**config.mk**
```make
export PLATFORM = sky130hd
export DESIGN_NAME = imem_port_arbiter
export DESIGN_NICKNAME = d
export VERILOG_FILES = /design/src/rtl/imem_port_arbiter.sv
export SDC_FILE = /design/constraint.sdc
export NUM_CORES = 1
export LEC_CHECK = 0
export CAP_MARGIN = 0
export CORE_AREA = 5 5 94 96
export DETAILED_ROUTE_END_ITERATION = 10
export DIE_AREA = 0 0 99 101
export PLACE_DENSITY = 0.76
export SLEW_MARGIN = 20
export SYNTH_ARGS = -nofsm -noshare
export SYNTH_HDL_FRONTEND = slang
export SYNTH_SLANG_ARGS = --single-unit
```
**constraint.sdc**
```tcl
create_clock -name CLK -period 2.3 [get_ports CLK]
set_input_delay 0.23 -clock CLK [delete_from_list [all_inputs] [get_ports CLK]]
set_output_delay 0.23 -clock CLK [all_outputs]
set_load 0.02 [all_outputs]
```
**src/rtl/imem_port_arbiter.sv**
```systemverilog
`default_nettype none
// +--------------------------------------------------------------------------+
// | Module   : imem_port_arbiter                                             |
// | Purpose  : Shares a single-port 2^ADDR_W x 32 sync-read instruction      |
// |            memory between CPU fetch and the boot/debug loader.           |
// | Revision : 1.0  initial release                                          |
// +--------------------------------------------------------------------------+
module imem_port_arbiter #(
  parameter int ADDR_W   = 8,
  parameter int MAX_WAIT = 4
) (
  input  logic              CLK,
  input  logic              RST_n,
  input  logic              FetchReq,
  input  logic [31:0]       FetchAddr,
  output logic              FetchGnt,
  output logic              FetchValid,
  output logic [31:0]       FetchData,
  output logic              FetchErr,
  output logic              CpuStall,
  input  logic              LdReq,
  input  logic              LdWe,
  input  logic [31:0]       LdAddr,
  input  logic [31:0]       LdWrData,
  input  logic              LdDone,
  output logic              LdGnt,
  output logic              LdValid,
  output logic [31:0]       LdRdData,
  output logic              LdErr,
  output logic              MemEn,
  output logic              MemWe,
  output logic [ADDR_W-1:0] MemAddr,
  output logic [31:0]       MemWrData,
  input  logic [31:0]       MemRdData
);

  typedef enum logic [0:0] {
    ST_BOOT = 1'b0,
    ST_RUN  = 1'b1
  } state_t;

  localparam logic [3:0] c_maxWait = 4'(MAX_WAIT);

  state_t      r_state;
  logic [3:0]  r_waitCnt;
  logic        r_rspValid;
  logic        r_rspFetch;
  logic        r_rspRead;
  logic        r_rspErr;

  logic        w_inRun;
  logic        w_preempt;
  logic        w_fetchGnt;
  logic        w_ldGnt;
  logic        w_anyGnt;
  logic [31:0] w_accAddr;
  logic        w_accBad;
  logic        w_memOk;
  logic [31:0] w_rspData;

  function automatic logic badAddr(input logic [31:0] addr);
    return (addr[1:0] != 2'b00) || (addr[31:ADDR_W+2] != '0);
  endfunction

  // Grants are gated by RST_n so nothing is granted while reset is held.
  always_comb begin
    w_inRun    = (r_state == ST_RUN);
    w_preempt  = w_inRun && LdReq && (r_waitCnt == c_maxWait);
    w_fetchGnt = RST_n && w_inRun && FetchReq && !w_preempt;
    w_ldGnt    = RST_n && LdReq && (!w_inRun || !FetchReq || w_preempt);
    w_anyGnt   = w_fetchGnt || w_ldGnt;
    w_accAddr  = w_ldGnt ? LdAddr : FetchAddr;
    w_accBad   = badAddr(w_accAddr);
    w_memOk    = w_anyGnt && !w_accBad;
  end

  always_comb begin
    FetchGnt  = w_fetchGnt;
    LdGnt     = w_ldGnt;
    CpuStall  = !w_inRun || (FetchReq && !w_fetchGnt);
    MemEn     = w_memOk;
    MemWe     = w_memOk && w_ldGnt && LdWe;
    MemAddr   = w_memOk ? w_accAddr[ADDR_W+1:2] : '0;
    MemWrData = w_memOk ? LdWrData : '0;
  end

  always_ff @(posedge CLK or negedge RST_n) begin
    if (!RST_n) begin
      r_state    <= ST_BOOT;
      r_waitCnt  <= '0;
      r_rspValid <= 1'b0;
      r_rspFetch <= 1'b0;
      r_rspRead  <= 1'b0;
      r_rspErr   <= 1'b0;
    end else begin
      case (r_state)
        ST_BOOT: if (LdDone) r_state <= ST_RUN;
        default: r_state <= ST_RUN;
      endcase

      // Counts consecutive cycles the loader has been refused in RUN.
      if (!w_inRun || !LdReq || w_ldGnt) begin
        r_waitCnt <= '0;
      end else if (r_waitCnt != c_maxWait) begin
        r_waitCnt <= r_waitCnt + 4'd1;
      end

      r_rspValid <= w_anyGnt;
      r_rspFetch <= w_fetchGnt;
      r_rspRead  <= w_fetchGnt || !LdWe;
      r_rspErr   <= w_accBad;
    end
  end

  // Errored accesses never touched the memory, so their data is forced to 0.
  always_comb begin
    w_rspData  = (r_rspValid && r_rspRead && !r_rspErr) ? MemRdData : '0;
    FetchValid = r_rspValid && r_rspFetch;
    FetchErr   = r_rspValid && r_rspFetch && r_rspErr;
    FetchData  = r_rspFetch ? w_rspData : '0;
    LdValid    = r_rspValid && !r_rspFetch && (r_rspRead || r_rspErr);
    LdErr      = r_rspValid && !r_rspFetch && r_rspErr;
    LdRdData   = r_rspFetch ? '0 : w_rspData;
  end

endmodule
`default_nettype wire

```
==> run summary <==
Area Overhead vs Synth = 147.7%
Worst setup SP type = input port
H-tree Lvls = 1
post-synthesis cell area = 1722 um^2
Max Fclk = 451.9 MHz
Die Ht = 101 um
final core occ = 53.51%
mean cell area of the mapped netlist = 7.056 um^2
status = complete, no violations
crit path cell chain = clkdlybuf4s50_1, or4_4, nor2_8, buf_4, nand4_1, a21oi_2, buf_4
Yosys top cell by area = and2_1
pin count of the biggest net entering global routing = 35
post-synthesis register bit count = 9
switching pwr = 0.1850 mW
Switching Share = 25.52%
Syn Inst Count = 244
CP Max Fanout = 9
CTS Root Cell = clkbuf_8
wire per inst = 15.67 um
endpoint class of the critical path = output pin
CTS hold repair buffers = 0
crit path DAT = 1.98 ns
crit path buf inv count = 3
Num CTS Buffers = 3
CTS tree = yes
DP Worst Slack = -0.3811 ns
Seq/Total Area, Yosys = 13.08%
first-pass GRT wire length = 13.46 mm
fin cells = 601
num ports = 247
DRT Pass-1 Iters = 4
placed cells = 596
sequential share of power = 23.6%
grt ovf = 0
die area = 9999 um^2
initial core utilization = 21.60%
max cap viols = 0
final hold violations = 0
cell mode on critical path = buf_4
CTS Buffer Depth = 2
Layout Nets = 633
Setup WS post-layout = 0.08702 ns
Final Setup Violations = 0
WL final = 9.416 mm
VDD IR max = 0.0001321 V
clock network power share = 25.2%
Lkg Pwr = 1.747 nW
critical path's top delay family = simple AND/OR/NAND/NOR gates
Unique masters post-synth = 30
clock sinks = 9
Power Internal = 0.5399 mW
Max-slew headroom = 82.61%
largest cells by area after synthesis = and2_1, a21oi_2, dfrtp_1, nand2_1, nand4_1
input/output buffers = 246
DRC = 0
post-route ant nets = 0
pwr/cell area = 170.0 nW/um^2
via/cell ratio = 4.423
Total GRT Usage = 16.88%
Comb pwr share = 51.2%
hold crit path type = input port to asynchronous set/reset pin
worst slew pin tran = 0.2601 ns
fin crit share = 96.22%
warnings from Yosys = 0
layout cells sized above 1 = 22.98%
Slew Limit Fails = 0
via count = 2658
vias in the first global route = 2691
Setup CP Type = input port to output pin
initial antenna violation count = 0
GPL Wtd Cong = 0.7927
Slowest Stage Delay on Critical Path = 0.57 ns
Critical Path RT = 2.07 ns
hpwl dp = 8.374 mm
post-synth top area share = 23.98%
Clock Skews = 0.001337 ns
clock-pin slew on the worst setup and hold paths = 0.04 ns
clk_lat worst skew = 0.23 ns
ant diodes = 0
min Tclk post-route = 2.213 ns
DR iter-0 viols = 82
standard-cell row count = 33
chip width = 99 um
slowest CP cell = or4_4
Net Count, Synth = 380
CORE AREA = 7969 um^2
-- final cells by class --
type	count	area (um^2)
Multi-Input combinational cell	209	1355
Sequential cell	9	225.2
Timing Repair Buffer	268	2485
Inverter	6	22.52
Clock buffer	4	45.04
Tap cell	105	131.4
Fill cell	752	3705
-- path summary, 6_finish.rpt --
check	to	startpoint	slack, ns	cells after the start
hold reg to reg	r_state	r_state	0.50	1
hold / removal	r_waitCnt[0]	RST_n	0.36	2
setup / recovery	MemAddr[2]	LdAddr[13]	0.09	7
min in group CLK	r_state	r_state	0.50	1
setup reg to reg	r_rspErr	r_waitCnt[1]	0.60	8
max in group asynchronous	r_rspRead	RST_n	1.81	2
-- state kept, by name, indices dropped and copies added (netlist names) --
signal	cells
r_waitCnt	4
r_rspErr	1
r_rspFetch	1
r_rspRead	1
r_rspValid	1
r_state	1
-- cells in the mapped netlist --
master	number
ha_1	2
nor4_1	8
dfrtp_1	9
a21o_1	2
and2_2	1
nand3_4	2
a21oi_2	30
o21ai_0	3
and4_1	2
clkinv_1	1
or2_2	1
a21oi_1	14
buf_2	1
nor2_1	10
clkbuf_1	10
nand4_1	16
buf_4	2
nand2b_1	1
inv_1	4
inv_2	1
nand3_1	2
nand2_1	37
and3_1	2
buf_6	7
or4_4	4
nor2_8	2
and2_1	66
xnor2_1	2
nand3b_1	1
nor3_1	1
-- cell usage in the layout (no fill, tap or decap), drive strengths merged --
master / instances
nor4: 8
a21oi: 44
nor3: 1
nand3b: 1
nand4: 16
clkinv: 1
xnor2: 2
clkbuf: 6
clkdlybuf4s50: 201
and2: 67
dlygate4sd2: 1
and4: 2
inv: 5
dlymetal6s2s: 1
dfrtp: 9
o21ai: 3
ha: 2
nand3: 4
buf: 63
and3: 2
nor2: 12
or2: 1
nand2: 37
or4: 4
nand2b: 1
a21o: 2
-- timing repair --
item,in CTS,in global routing
gates resized for setup,133,53
buffers inserted,0,1
setup endpoints to repair,44,43
hold endpoints to repair,0,0
gates cloned,0,0
pin swaps,0,7
-- per-stage QoR --
step | power [mW] | setup TNS (ns) | hold WS [ns] | area [um^2]
floorplan | 0.2539 | 0 | -0.06559 | 1722
global placement | 0.5399 | -13.19 | 0.4957 | 4387
detailed placement | 0.5458 | -13.98 | 0.4953 | 4387
CTS | 0.7290 | 0 | 0.3512 | 4436
global route | 0.7655 | -0.0009812 | 0.3775 | 4264
finish | 0.7249 | 0 | 0.3557 | 4264
-- power by group through the flow --
stage	registers [mW]	logic (mW)	clock network [mW]
2_1_floorplan	0.174	0.0798	0
4_1_cts	0.171	0.372	0.186
3_3_place_gp	0.173	0.367	0
5_1_grt	0.172	0.397	0.196
6_report	0.171	0.371	0.182
3_5_place_dp	0.174	0.372	0
-- kinds of logic (layout without fill, tap and decap cells) --
kind of cell | count (synthesis) | count (layout) | share of synthesized area, %
AO/OA/AOI/OAI | 49 | 49 | 21.08
XOR/XNOR | 2 | 2 | 1.018
adder cells (fa/ha/maj) | 2 | 2 | 1.453
buffers and inverters | 26 | 278 | 9.229
flip-flops | 9 | 9 | 13.08
AND/OR/NAND/NOR | 156 | 156 | 54.14
-- routing by layer --
layer | share of wire, % | global-route usage [%] | wire length (um) | vias to the layer above
met5 | 0 | 0 | 0 | -
met4 | 1.6 | 4.097 | 153 | 0
met3 | 9.7 | 4.152 | 910 | 13
met2 | 55 | 35.38 | 5172 | 163
met1 | 34 | 16.07 | 3179 | 1145
li1 | - | - | - | 1337
Note: power is estimated with default switching activity, not from simulation.
==> RTL change: new RTL, same flow settings <==
Register the output `FetchErr`, with the module's reset; this adds one clock of latency there. The other outputs are not delayed to match.
--- a/src/rtl/imem_port_arbiter.sv
+++ b/src/rtl/imem_port_arbiter.sv
@@ -42,2 +42,4 @@
   localparam logic [3:0] c_maxWait = 4'(MAX_WAIT);
+
+  logic FetchErr_d;
 
@@ -118,3 +120,3 @@
     FetchValid = r_rspValid && r_rspFetch;
-    FetchErr   = r_rspValid && r_rspFetch && r_rspErr;
+    FetchErr_d = r_rspValid && r_rspFetch && r_rspErr;
     FetchData  = r_rspFetch ? w_rspData : '0;
@@ -125,2 +127,10 @@
 
+  always_ff @(posedge CLK or negedge RST_n) begin
+    if (!RST_n) begin
+      FetchErr <= '0;
+    end else begin
+      FetchErr <= FetchErr_d;
+    end
+  end
+
 endmodule
Function: changed (a bounded check fails within 4 cycles, from zero or initial values and one cycle with RST_n low).
==> RTL change against the original RTL <==
  * Via count increased by 1.0%
  * Setup slack got worse by 0.019 ns
  * Sequential cell count increased by 1
  * First-iteration DRC count decreased by 22%
  * Register-to-register slack improved by 0.07 ns
  * Power increased by 2.9%
  * Critical path type unchanged
  * Clock skew about the same
  * Design area increased by 2.1%
  * Combinational power increased by 1%
  * Wire length decreased by 2.8%
  * Global-route usage decreased by 0.21 points
  * Synthesized area increased by 1.5%
==> RTL change: results <==
export IMPL_synthArstFlopShare_pct=100
export IMPL_synth_seq_area_share_pct=14.3
export IMPL_dpl_cell_area_um2=4470
export IMPL_critPathSlowestCell="or4_4"
export IMPL_grt_pass1_wl_um=13600
export IMPL_vdd_drop_max_v=0.000146
export IMPL_yosys_warnings=0
export IMPL_grt_max_degree=33
export IMPL_status="finished clean"
export IMPL_route_met3_wl_um=951
export IMPL_gp_routability_congestion=0.781
export IMPL_power_static_leakage_uw=0.00178
export IMPL_antenna_found_initial=0
export IMPL_insertion_delay_ns=0.23
export IMPL_drt_iter0_markers=64
export IMPL_grt_use_total_pct=16.7
export IMPL_grt_pass1_vias=2836
export IMPL_hpwl_um=8180
export IMPL_regMostFlops="r_waitCnt"
export IMPL_viasPerCell=4.43
export IMPL_clk_pin_slew_ns=0.05
export IMPL_finClkSkew_ns=0.00117
export IMPL_critPathArrivalTime_ns=2.00
export IMPL_io_buffers=246
export IMPL_synth_nets=381
export IMPL_fillers=757
export IMPL_top_layer="met4"
export IMPL_slew_headroom_pct=81.5
export IMPL_totalWireLength_um=9150
export IMPL_cpPeakStageDelay_ns=0.55
export IMPL_drtPass1Iterations=4
export IMPL_cts_path_max_buffers=2
export IMPL_largest_register_ffs=4
export IMPL_cts_buffers_inserted=3
export IMPL_drive_above_1_share_pct=23.4
export IMPL_cts_root_buf="clkbuf_8"
export IMPL_fin_nets=639
export IMPL_met2_wirelength_um=4990
export IMPL_drt_met1_wl_um=3090
export IMPL_yosys_top_cells_area="and2_1 (24%), a21oi_2 (15%), dfrtp_1 (14%)"
==> RTL change: cell types whose count changed in the layout (fill, tap and decap cells not counted) <==
cell,unedited run,this run
buf_6,1,0
clkbuf_2,2,1
clkdlybuf4s15_1,0,3
buf_4,24,27
nor2_2,1,0
dlygate4sd2_1,1,0
dfrtp_1,9,10
a21oi_1,10,9
nor2_1,9,10
buf_12,4,6
clkbuf_1,1,0
a21oi_2,34,35
==> RTL change: what timing repair did <==
action / in CTS / in global routing
cloned: 0 / 0
buffers inserted: 1 / 0
endpoints found under the setup margin: 45 / 23
pin swaps: 1 / 0
gates resized for setup: 155 / 27
==> RTL change: cell type report <==
type	count	area, µm²	share of cell area, %
well taps	105	131	3.02
flip-flops and latches	10	250	5.75
repair buffers	273	2550	58.6
clock buffers	3	41.3	0.948
multi-input cells	209	1360	31.1
inverters	6	22.5	0.517
==> RTL change: worst max-delay path: cells and delay by family <==
kind | cells | cell delay [ns]
buffers and inverters | 3 | 0.90
and+or+nand+nor | 4 | 0.86
==> RTL change: layer usage <==
layer	track usage, %	up-vias
met2	34.5	165
met3	4.64	11
met4	4.10	0
met1	15.9	1163
met5	0	-
li1	-	1346
==> RTL change: path summary, 6_finish.rpt <==
kind	from	slack, ns	endpoint
min reg2reg	r_rspFetch	0.53	FetchErr
max reg2reg	r_waitCnt[1]	0.67	r_rspErr
max in group asynchronous	RST_n	1.75	r_waitCnt[1]
min	RST_n	0.34	r_rspValid
max	LdAddr[16]	0.07	MemWe
min in group CLK	r_rspFetch	0.53	FetchErr
==> RTL change: where the power goes <==
group	switching (µW)	internal [µW]
registers	4.95	185
clock network	65.9	114
logic	118	258
total	189	557
==> RTL change: cell families (layout without fill, tap and decap cells) <==
logic type / Yosys count / after routing / share of synthesized area (%)
compound gates: 49 / 49 / 20.8
xor+xnor: 2 / 2 / 1.00
fa+ha+maj: 2 / 2 / 1.43
buf+inv: 26 / 282 / 9.10
flops: 10 / 10 / 14.3
simple gates: 156 / 156 / 53.4
==> RTL change: metrics by stage <==
step / cells / total power, µW / utilization (%) / worst slack, ns / TNS (ns)
after global placement: 602 / 564 / 56.1 / -0.403 / -14.73
after CTS: 606 / 757 / 55.1 / 0.00227 / 0
after global routing: 606 / 790 / 54.6 / 0.00163 / 0
after floorplan: 245 / 273 / - / 0.218 / 0
final: 606 / 746 / 54.6 / 0.0675 / 0
after detailed placement: 602 / 570 / 56.1 / -0.420 / -15.28
